`config.mk`:
```
export PLATFORM = sky130hd
export DESIGN_NAME = hd63701_phase_seq
export DESIGN_NICKNAME = d
export VERILOG_FILES = /design/src/rtl/hd63701_phase_seq_pkg.sv /design/src/rtl/hd63701_phase_seq_int_arb.sv /design/src/rtl/hd63701_phase_seq.sv
export SDC_FILE = /design/constraint.sdc
export NUM_CORES = 1
export LEC_CHECK = 0
export ABC_CLOCK_PERIOD_IN_PS = 4800
export CAP_MARGIN = 20
export CORE_ASPECT_RATIO = 1.2
export CORE_UTILIZATION = 46
export DETAILED_ROUTE_END_ITERATION = 8
export MAX_ROUTING_LAYER = met4
export PLACE_DENSITY = 0.86
export SYNTH_ARGS = -nofsm -noshare
export SYNTH_HDL_FRONTEND = slang
export SYNTH_SLANG_ARGS = --single-unit
```
`constraint.sdc`:
```
create_clock -name CLK -period 4.8 [get_ports CLK]
set_input_delay 1.2 -clock CLK [delete_from_list [all_inputs] [get_ports CLK]]
set_output_delay 1.2 -clock CLK [all_outputs]
set_load 0.01 [all_outputs]
```
`src/rtl/hd63701_phase_seq_pkg.sv`:
```
// hd63701_phase_seq_pkg: phase codes, vector indices and sequencer state type for the HD63701 phase sequencer
package hd63701_phase_seq_pkg;
  typedef logic [2:0] vec_t;
  localparam vec_t VA_RST = 3'd7;
  localparam vec_t VA_NMI = 3'd6;
  localparam logic [5:0] PH_RST = 6'd0;
  localparam logic [5:0] PH_VECT = 6'd1;
  localparam logic [5:0] PH_VEC1 = 6'd2;
  localparam logic [5:0] PH_VEC2 = 6'd3;
  localparam logic [5:0] PH_EXEC = 6'd16;
  localparam logic [5:0] PH_INTR = 6'd32;
  localparam logic [5:0] PH_WAIT = 6'd48;
  localparam logic [5:0] PH_HALT = 6'd63;
  localparam int INTR_LAST = 7;
  typedef enum logic [2:0] {ST_RST, ST_VECT, ST_VEC1, ST_VEC2, ST_EXEC, ST_INTR, ST_WAIT, ST_HALT} st_t;
endpackage

```
`src/rtl/hd63701_phase_seq_int_arb.sv`:
```
// hd63701_int_arb: NMI falling-edge latch plus NMI/IRQ masking and priority
module hd63701_int_arb
  import hd63701_phase_seq_pkg::*;
(
  input  logic clk,
  input  logic rst,
  input  logic clken,
  input  logic commit,
  input  logic nmi_n,
  input  logic irq_req,
  input  vec_t irq_vec,
  input  logic i_flag,
  output logic take,
  output vec_t take_vec,
  output logic nmi_commit
);
  logic nmi_q;
  logic nmi_pend;
  assign take = nmi_pend | (irq_req & ~i_flag);
  assign take_vec = nmi_pend ? VA_NMI : irq_vec;
  assign nmi_commit = commit & nmi_pend;
  // Edge detect on the pin; a fresh edge during a commit re-arms the latch
  always_ff @(posedge clk)
    if (rst) begin
      nmi_q <= 1'b1;
      nmi_pend <= 1'b0;
    end else if (clken) begin
      nmi_q <= nmi_n;
      nmi_pend <= (nmi_q & ~nmi_n) | (nmi_pend & ~nmi_commit);
    end
endmodule

```
`src/rtl/hd63701_phase_seq.sv`:
```
// hd63701_phase_seq: HD63701 microcode phase sequencer; HD63701_SEQ_TRACE_EN enables the retired-instruction counter
module hd63701_phase_seq
  import hd63701_phase_seq_pkg::*;
#(
  parameter int EXEC_MAX = 9
) (
  input  logic        CLK,
  input  logic        RST,
  input  logic        clken,
  input  logic        mc_end,
  input  logic        mc_wai,
  input  logic [7:0]  DIN,
  input  logic        nmi_n,
  input  logic        irq_req,
  input  vec_t        irq_vec,
  input  logic        i_flag,
  output logic [5:0]  PHASE,
  output logic [7:0]  OPCODE,
  output vec_t        vec_sel,
  output logic        nmi_ack,
  output logic        halted,
  output logic [31:0] insn_cnt
);
  st_t  st;
  logic fetch;
  logic commit;
  logic take;
  logic nmi_commit;
  vec_t take_vec;
  assign fetch = (st == ST_VEC2 || st == ST_EXEC) && mc_end;
  assign commit = clken && (fetch || st == ST_WAIT);
  hd63701_int_arb u_arb (
    .clk(CLK),
    .rst(RST),
    .clken(clken),
    .commit(commit),
    .nmi_n(nmi_n),
    .irq_req(irq_req),
    .irq_vec(irq_vec),
    .i_flag(i_flag),
    .take(take),
    .take_vec(take_vec),
    .nmi_commit(nmi_commit)
  );
  // Phase FSM; the low PHASE bits double as the EXEC/INTR step index
  always_ff @(posedge CLK)
    if (RST) begin
      st <= ST_RST;
      PHASE <= PH_RST;
      OPCODE <= 8'h01;
      vec_sel <= VA_RST;
      nmi_ack <= 1'b0;
      halted <= 1'b0;
    end else if (clken) begin
      nmi_ack <= nmi_commit;
      case (st)
        ST_RST: begin st <= ST_VECT; PHASE <= PH_VECT; end
        ST_VECT: begin st <= ST_VEC1; PHASE <= PH_VEC1; end
        ST_VEC1: begin st <= ST_VEC2; PHASE <= PH_VEC2; end
        ST_VEC2, ST_EXEC:
          if (mc_end) begin
            OPCODE <= DIN;
            st <= take ? ST_INTR : ST_EXEC;
            PHASE <= take ? PH_INTR : PH_EXEC;
            if (take) vec_sel <= take_vec;
          end else if (st == ST_EXEC && mc_wai) begin
            st <= ST_WAIT;
            PHASE <= PH_WAIT;
          end else if (st == ST_EXEC && PHASE == PH_EXEC + 6'(EXEC_MAX)) begin
            st <= ST_HALT;
            PHASE <= PH_HALT;
            halted <= 1'b1;
          end else if (st == ST_EXEC) PHASE <= PHASE + 6'd1;
        ST_INTR:
          if (PHASE == PH_INTR + 6'(INTR_LAST)) begin
            st <= ST_VECT;
            PHASE <= PH_VECT;
          end else PHASE <= PHASE + 6'd1;
        ST_WAIT:
          if (take) begin
            st <= ST_VECT;
            PHASE <= PH_VECT;
            vec_sel <= take_vec;
          end
        default: ;
      endcase
    end
`ifdef HD63701_SEQ_TRACE_EN
  // Count opcode fetches that retire into EXEC; interrupt entries are excluded
  always_ff @(posedge CLK)
    if (RST) insn_cnt <= '0;
    else if (clken && fetch && !take) insn_cnt <= insn_cnt + 32'd1;
`else
  assign insn_cnt = '0;
`endif
endmodule

```
# [After elaboration in Yosys (flattened, before gate mapping)]
# Cells that the tools add are included.
[totals] reg_bits=24 inputBits=19 out_inout_bits=51
[op_classes] n_reduce_logical=15 muxes=19 bitwise_logic=11 add_sub_neg=1 eq_ne=13
[ops] op="two-way mux 6 bit" count=7
[ops] op="one-hot mux 6 bit (6 select lines)" count=1
[ops] op="two-way mux 3 bit" count=8
[ops] op="one-hot mux 3 bit (6 select lines)" count=1
[ops] op="AND reduction 5 bit" count=2
[ops] op="== test 3 bit, second input constant" count=3
[ops] op="adder 6 x 1 -> 6 bit, second input constant" count=1
[ops] op="== test 3 x 2 -> 1 bit, second input constant" count=2
[ops] op="== test 6 x 5 -> 1 bit, second input constant" count=1
[ops] op="== test 6 bit, second input constant" count=1
[ops] op="inequality test 2 bit, second input constant" count=3
[ops] op="one-hot mux 3 bit (2 select lines)" count=1
[ops] op="AND reduction 3 bit" count=2
[ops] op="nonzero test 6 bit" count=1
[ops] op="inequality test 5 bit, second input constant" count=1
[ops] op="NOT 1 bit" count=5
[ops] op="bitwise AND 1 bit" count=4
[ops] op="logical AND 1 bit" count=4
[ops] op="inequality test 4 bit, second input constant" count=1
[ops] op="AND reduction 4 bit" count=1
[ops] op="== test 3 x 1 -> 1 bit, second input constant" count=1
[ops] op="logical NOT 3 bit" count=1
[ops] op="logical OR 1 bit" count=2
[ops] op="bitwise OR 1 bit" count=2
[ops] op="other kinds (3)" count=3

# [Longest topological paths before layout]
[logic_depth] depth_word=9 mapped_depth=6 ltp_nobuf=6

# [Hierarchy]
# From an unflattened synthesis, not the netlist that was laid out.
[hier_totals] cells_unflattened=199 hier_area_um2=1660.3
[modules_own_cells] mod="hd63701_phase_seq" area_each_um2=1537.7 instances=1 cells_each=186
[modules_own_cells] mod="hd63701_int_arb" area_each_um2=122.6 instances=1 cells_each=13

# [Least setup slack after synthesis]
# Ideal clock, no wire load.
[synth_timing] path_kind="input to register" from="input mc_end" to="register PHASE[5]" path_stages=6 t_arrival_ns=2.212 setup_slack_ns=2.497 required_time_ns=4.709 setup_ns=0.091 path_cell_list="clkbuf_1 -> nor2b_1 -> o21ai_0 -> o311a_1 -> a21oi_1 -> a311oi_1"
[synth_between] elab_chain_cells=2 elab_cells_between_ends=4 classes_between="eq/ne (1); mux (2); reduce/logical (1)"
[synth_rtl] element="start, declared" line_no="hd63701_phase_seq.sv:10" rtl="input logic mc_end,"
[synth_rtl] element="inequality test 5 bit (no line) / two-way mux 6 bit (equally long branches)"
[synth_rtl] element="AND reduction 4 bit (no line) / one-hot mux 6 bit (6 select lines) (equally long branches)"
[synth_rtl] element="end signal, assigned" line_no="hd63701_phase_seq.sv:64" rtl="PHASE <= take ? PH_INTR : PH_EXEC;"
[synth_rtl] element="end signal, assigned" line_no="hd63701_phase_seq.sv:73" rtl="end else if (st == ST_EXEC) PHASE <= PHASE + 6'd1;"
[synth_rtl] element="end signal, assigned" line_no="hd63701_phase_seq.sv:78" rtl="end else PHASE <= PHASE + 6'd1;"
[synth_rtl] element="end, declared" line_no="hd63701_phase_seq.sv:17" rtl="output logic [5:0] PHASE,"
# Parallel ways exist; a longest one is shown, timed or not.
# A chain may end at the register's enable or synchronous reset.

# [Worst setup path after layout]
[layout_timing] from="input mc_end" to="register PHASE[0]"
# The elaborated chain is that of the path after synthesis.

==> run_results.csv <==
group,metric,value,unit
logic_synthesis,postSynth.topFlopCell,"sky130_fd_sc_hd__dfxtp_1",
logic_synthesis,netlist_instances,203,
power_and_ir_drop,power_density,259.0,nW/um2
global_routing,first_global_vias,1321,
clock_network,hold_buffers,0,
finish,utilization,57.93,%
finish,count_of_inserted_antenna_diode_cells,0,
clock_network,clkSlewWorstSetupHoldPaths,90,ps
hold_path,min_path_type,"flop to flop",
route,postRouteWirelength,3543,um
route,post-route-drc-count,0,
floorplanning,core_region_area,3367,um2
logic_synthesis,synthesis.area,1623,um2
floorplanning,die_h,67.07,um
finish,final_common_cell,"sky130_fd_sc_hd__clkdlybuf4s50_1",
finish,flow.area_growth_from_synthesis,20.20,%
timing,timing.final.max_slew_violations,0,
logic_synthesis,synthesis.area_per_instance,7.994,um2
finish,layout_common_cells,"sky130_fd_sc_hd__clkdlybuf4s50_1 (37), sky130_fd_sc_hd__conb_1 (32), sky130_fd_sc_hd__dfxtp_1 (24)",
power_and_ir_drop,vdd.ir_drop.worst,0.1292,mV
global_routing,grt_overflow,0,
timing,postLayoutSetupSlackWorst,2138,ps
finish,layout-drive-gt1-share,6.410,%
timing,slew-limit-headroom,40.30,%
global_routing,antenna_found_initial,0,
place,placement.io_buffers,37,
worst_setup_path,worst-setup-path-type,"input pin to flop",
clock_network,clock_tree.htree_level_count,1,
place,dp_hpwl,2566,um
route,first_pass_iters,4,
place,dpl.cell_count,267,
global_routing,largest_net_degree_at_the_start_of_global_routing,27,
clock_network,root_buffer,"sky130_fd_sc_hd__clkbuf_8",
clock_network,clock_tree_from_tritoncts,"built",
job,drv.max_cap_violation_count,0,
clock_network,cts_num_sinks,24,
global_routing,globalRouteTotalUtil,19.35,%
floorplanning,num_io_pins,70,
clock_network,cts_max_path_buffers,2,
outcome,run_status,"completed",
route,ant_nets,0,
route,num_vias,1437,
timing,min_period_over_period,55.47,%
timing,fin_setup_tns,0,ps
worst_setup_path,crit_path_end_kind,"flop",
worst_setup_path,startpoint_class,"input pin",
worst_setup_path,cp.arrival,2790,ps
logic_synthesis,yosys.cell_types.count,50,
route,avg_wl_per_cell,13.07,um
finish,fin_area,1951,um2
floorplanning,floorplan.initialDensity,48.20,%
worst_setup_path,cp_data_required_time,4920,ps
place,gpl.final_weighted_congestion,0.9074,
global_routing,global_route_wire_length_before_repair,5727,um
route,detailedRoute.firstIterationViolations,57,
finish,final_net_count,256,
logic_synthesis,post_synth_arst_share,0,%
logic_synthesis,fraction_of_the_yosys_area_taken_by_sequential_cells,29.61,%
clock_network,number_of_cts_inserted_buffers,3,
power_and_ir_drop,p_leak,0.0007195,uW
logic_synthesis,number_of_synthesized_flops_with_an_enable_pin,0,
logic_synthesis,number_of_register_bits_inferred_by_synthesis,24,
floorplanning,row_count,23,
worst_setup_path,cp_max_fo,9,
timing,timing_worst_slew_pin_value,892.7,ps
clock_network,post_cts.resized_instances,0,
clock_network,post-cts-setup-buffers,0,
place,dp_slack,1875,ps
timing,finalSetupViolCount,0,
floorplanning,fp.dieArea,3770,um2
timing,finalWorstPathRequiredPeriod,2662,ps
logic_synthesis,yosysWarnings,0,
clock_network,clkLatencyLatePin,270,ps
timing,maxClockFrequency,375.6,MHz
timing,rsz0062_at_grt,"false",
floorplanning,die_width,56.22,um
finish,finish.cell_count_without_fillers,271,
timing,fin_skew,1.442,ps
place,detailed_place.area,1879,um2
route,detail_route.vias_per_cell,5.303,
timing,timing_hold_violations_final,0,
-- power breakdown --
part           total [uW]  switching [uW]  internal, uW  leakage [uW]
registers             225            17.6           207      0.000195
clock network         179            67.5           112     0.0000357
logic                 101            55.1          46.3      0.000489
-- through the flow --
step | hold slack [ps] | total power [uW]
CTS | 515.7 | 510.0
global placement | 458.0 | 327.4
global route | 530.7 | 529.9
finish | 512.3 | 505.1
detailed placement | 494.0 | 328.4
floorplan | 470.1 | 313.1
-- critical path, cell delays in order --
cell	delay, ps
sky130_fd_sc_hd__clkdlybuf4s50_1	630
sky130_fd_sc_hd__nor2b_1	100
sky130_fd_sc_hd__o21ai_0	230
sky130_fd_sc_hd__o211ai_1	140
sky130_fd_sc_hd__a211oi_1	400
sky130_fd_sc_hd__nor3_1	80
-- final timing paths --
check,startpoint,endpoint,slack [ps],depth (start not counted)
min,OPCODE[1],OPCODE[1],510,2
max,mc_end,PHASE[0],2140,6
max reg2reg,st[2],OPCODE[0],2720,5
min reg2reg,OPCODE[1],OPCODE[1],510,2
-- layout make-up --
type                    count  area [um2]
well taps                  37       46.29
multi-input cells         161       952.2
flip-flops and latches     24       480.5
clock inverters             1       30.03
inverters                   8       30.03
fillers                   311        1416
clock buffers               3       41.29
repair buffers             37       370.4
-- sequential cells by signal, indices dropped and copies added (netlist names) --
signal          flops
OPCODE              8
PHASE               6
halted              1
nmi_ack             1
st                  3
u_arb.nmi_pend      1
u_arb.nmi_q         1
vec_sel             3
-- logic make-up (layout without fill, tap and decap cells) --
kind of cell	after synthesis	count (layout)	synth area share (%)
AO/OA/AOI/OAI	52	52	23.21
adder cells (fa/ha/maj)	2	2	1.542
multiplexers	7	7	4.318
flip-flops	24	24	29.61
buffers and inverters	49	49	18.89
AND/OR/NAND/NOR	65	65	20.59
XOR/XNOR	3	3	1.619
other	1	32	0.2311
-- metal layers --
layer	global-route usage, %	vias to the layer above	share of wire, %
li1	-	709	-
met1	22.30	652	42
met2	31.70	69	50
met3	3.495	7	6.0
met4	11.28	0	1.9
met5	-	-	0
-- cells in the mapped netlist (2+ instances only) --
cell                        n  area [um2]
sky130_fd_sc_hd__mux2i_1    7       70.07
sky130_fd_sc_hd__a221oi_1   2       17.52
sky130_fd_sc_hd__nand3_1    5       25.02
sky130_fd_sc_hd__inv_1      6       22.52
sky130_fd_sc_hd__nor2b_1   11       68.82
sky130_fd_sc_hd__and3b_1    2       17.52
sky130_fd_sc_hd__xnor2_1    2       17.52
sky130_fd_sc_hd__o211ai_1   2       15.01
sky130_fd_sc_hd__clkbuf_1   7       26.28
sky130_fd_sc_hd__dfxtp_1   24       480.5
sky130_fd_sc_hd__nor3_1     5       25.02
sky130_fd_sc_hd__inv_2      2       7.510
sky130_fd_sc_hd__o21ai_0    7       35.03
sky130_fd_sc_hd__o22ai_1    2       12.51
sky130_fd_sc_hd__ha_1       2       25.02
sky130_fd_sc_hd__o21a_1     3       22.52
sky130_fd_sc_hd__a21oi_1   14       70.07
sky130_fd_sc_hd__buf_4     32       240.2
sky130_fd_sc_hd__nor2_1    20       75.07
sky130_fd_sc_hd__nand2_1   15       56.30
sky130_fd_sc_hd__a211oi_1   3       22.52
sky130_fd_sc_hd__a31oi_1    2       12.51
No activity file was read; power rests on OpenSTA's default activity.
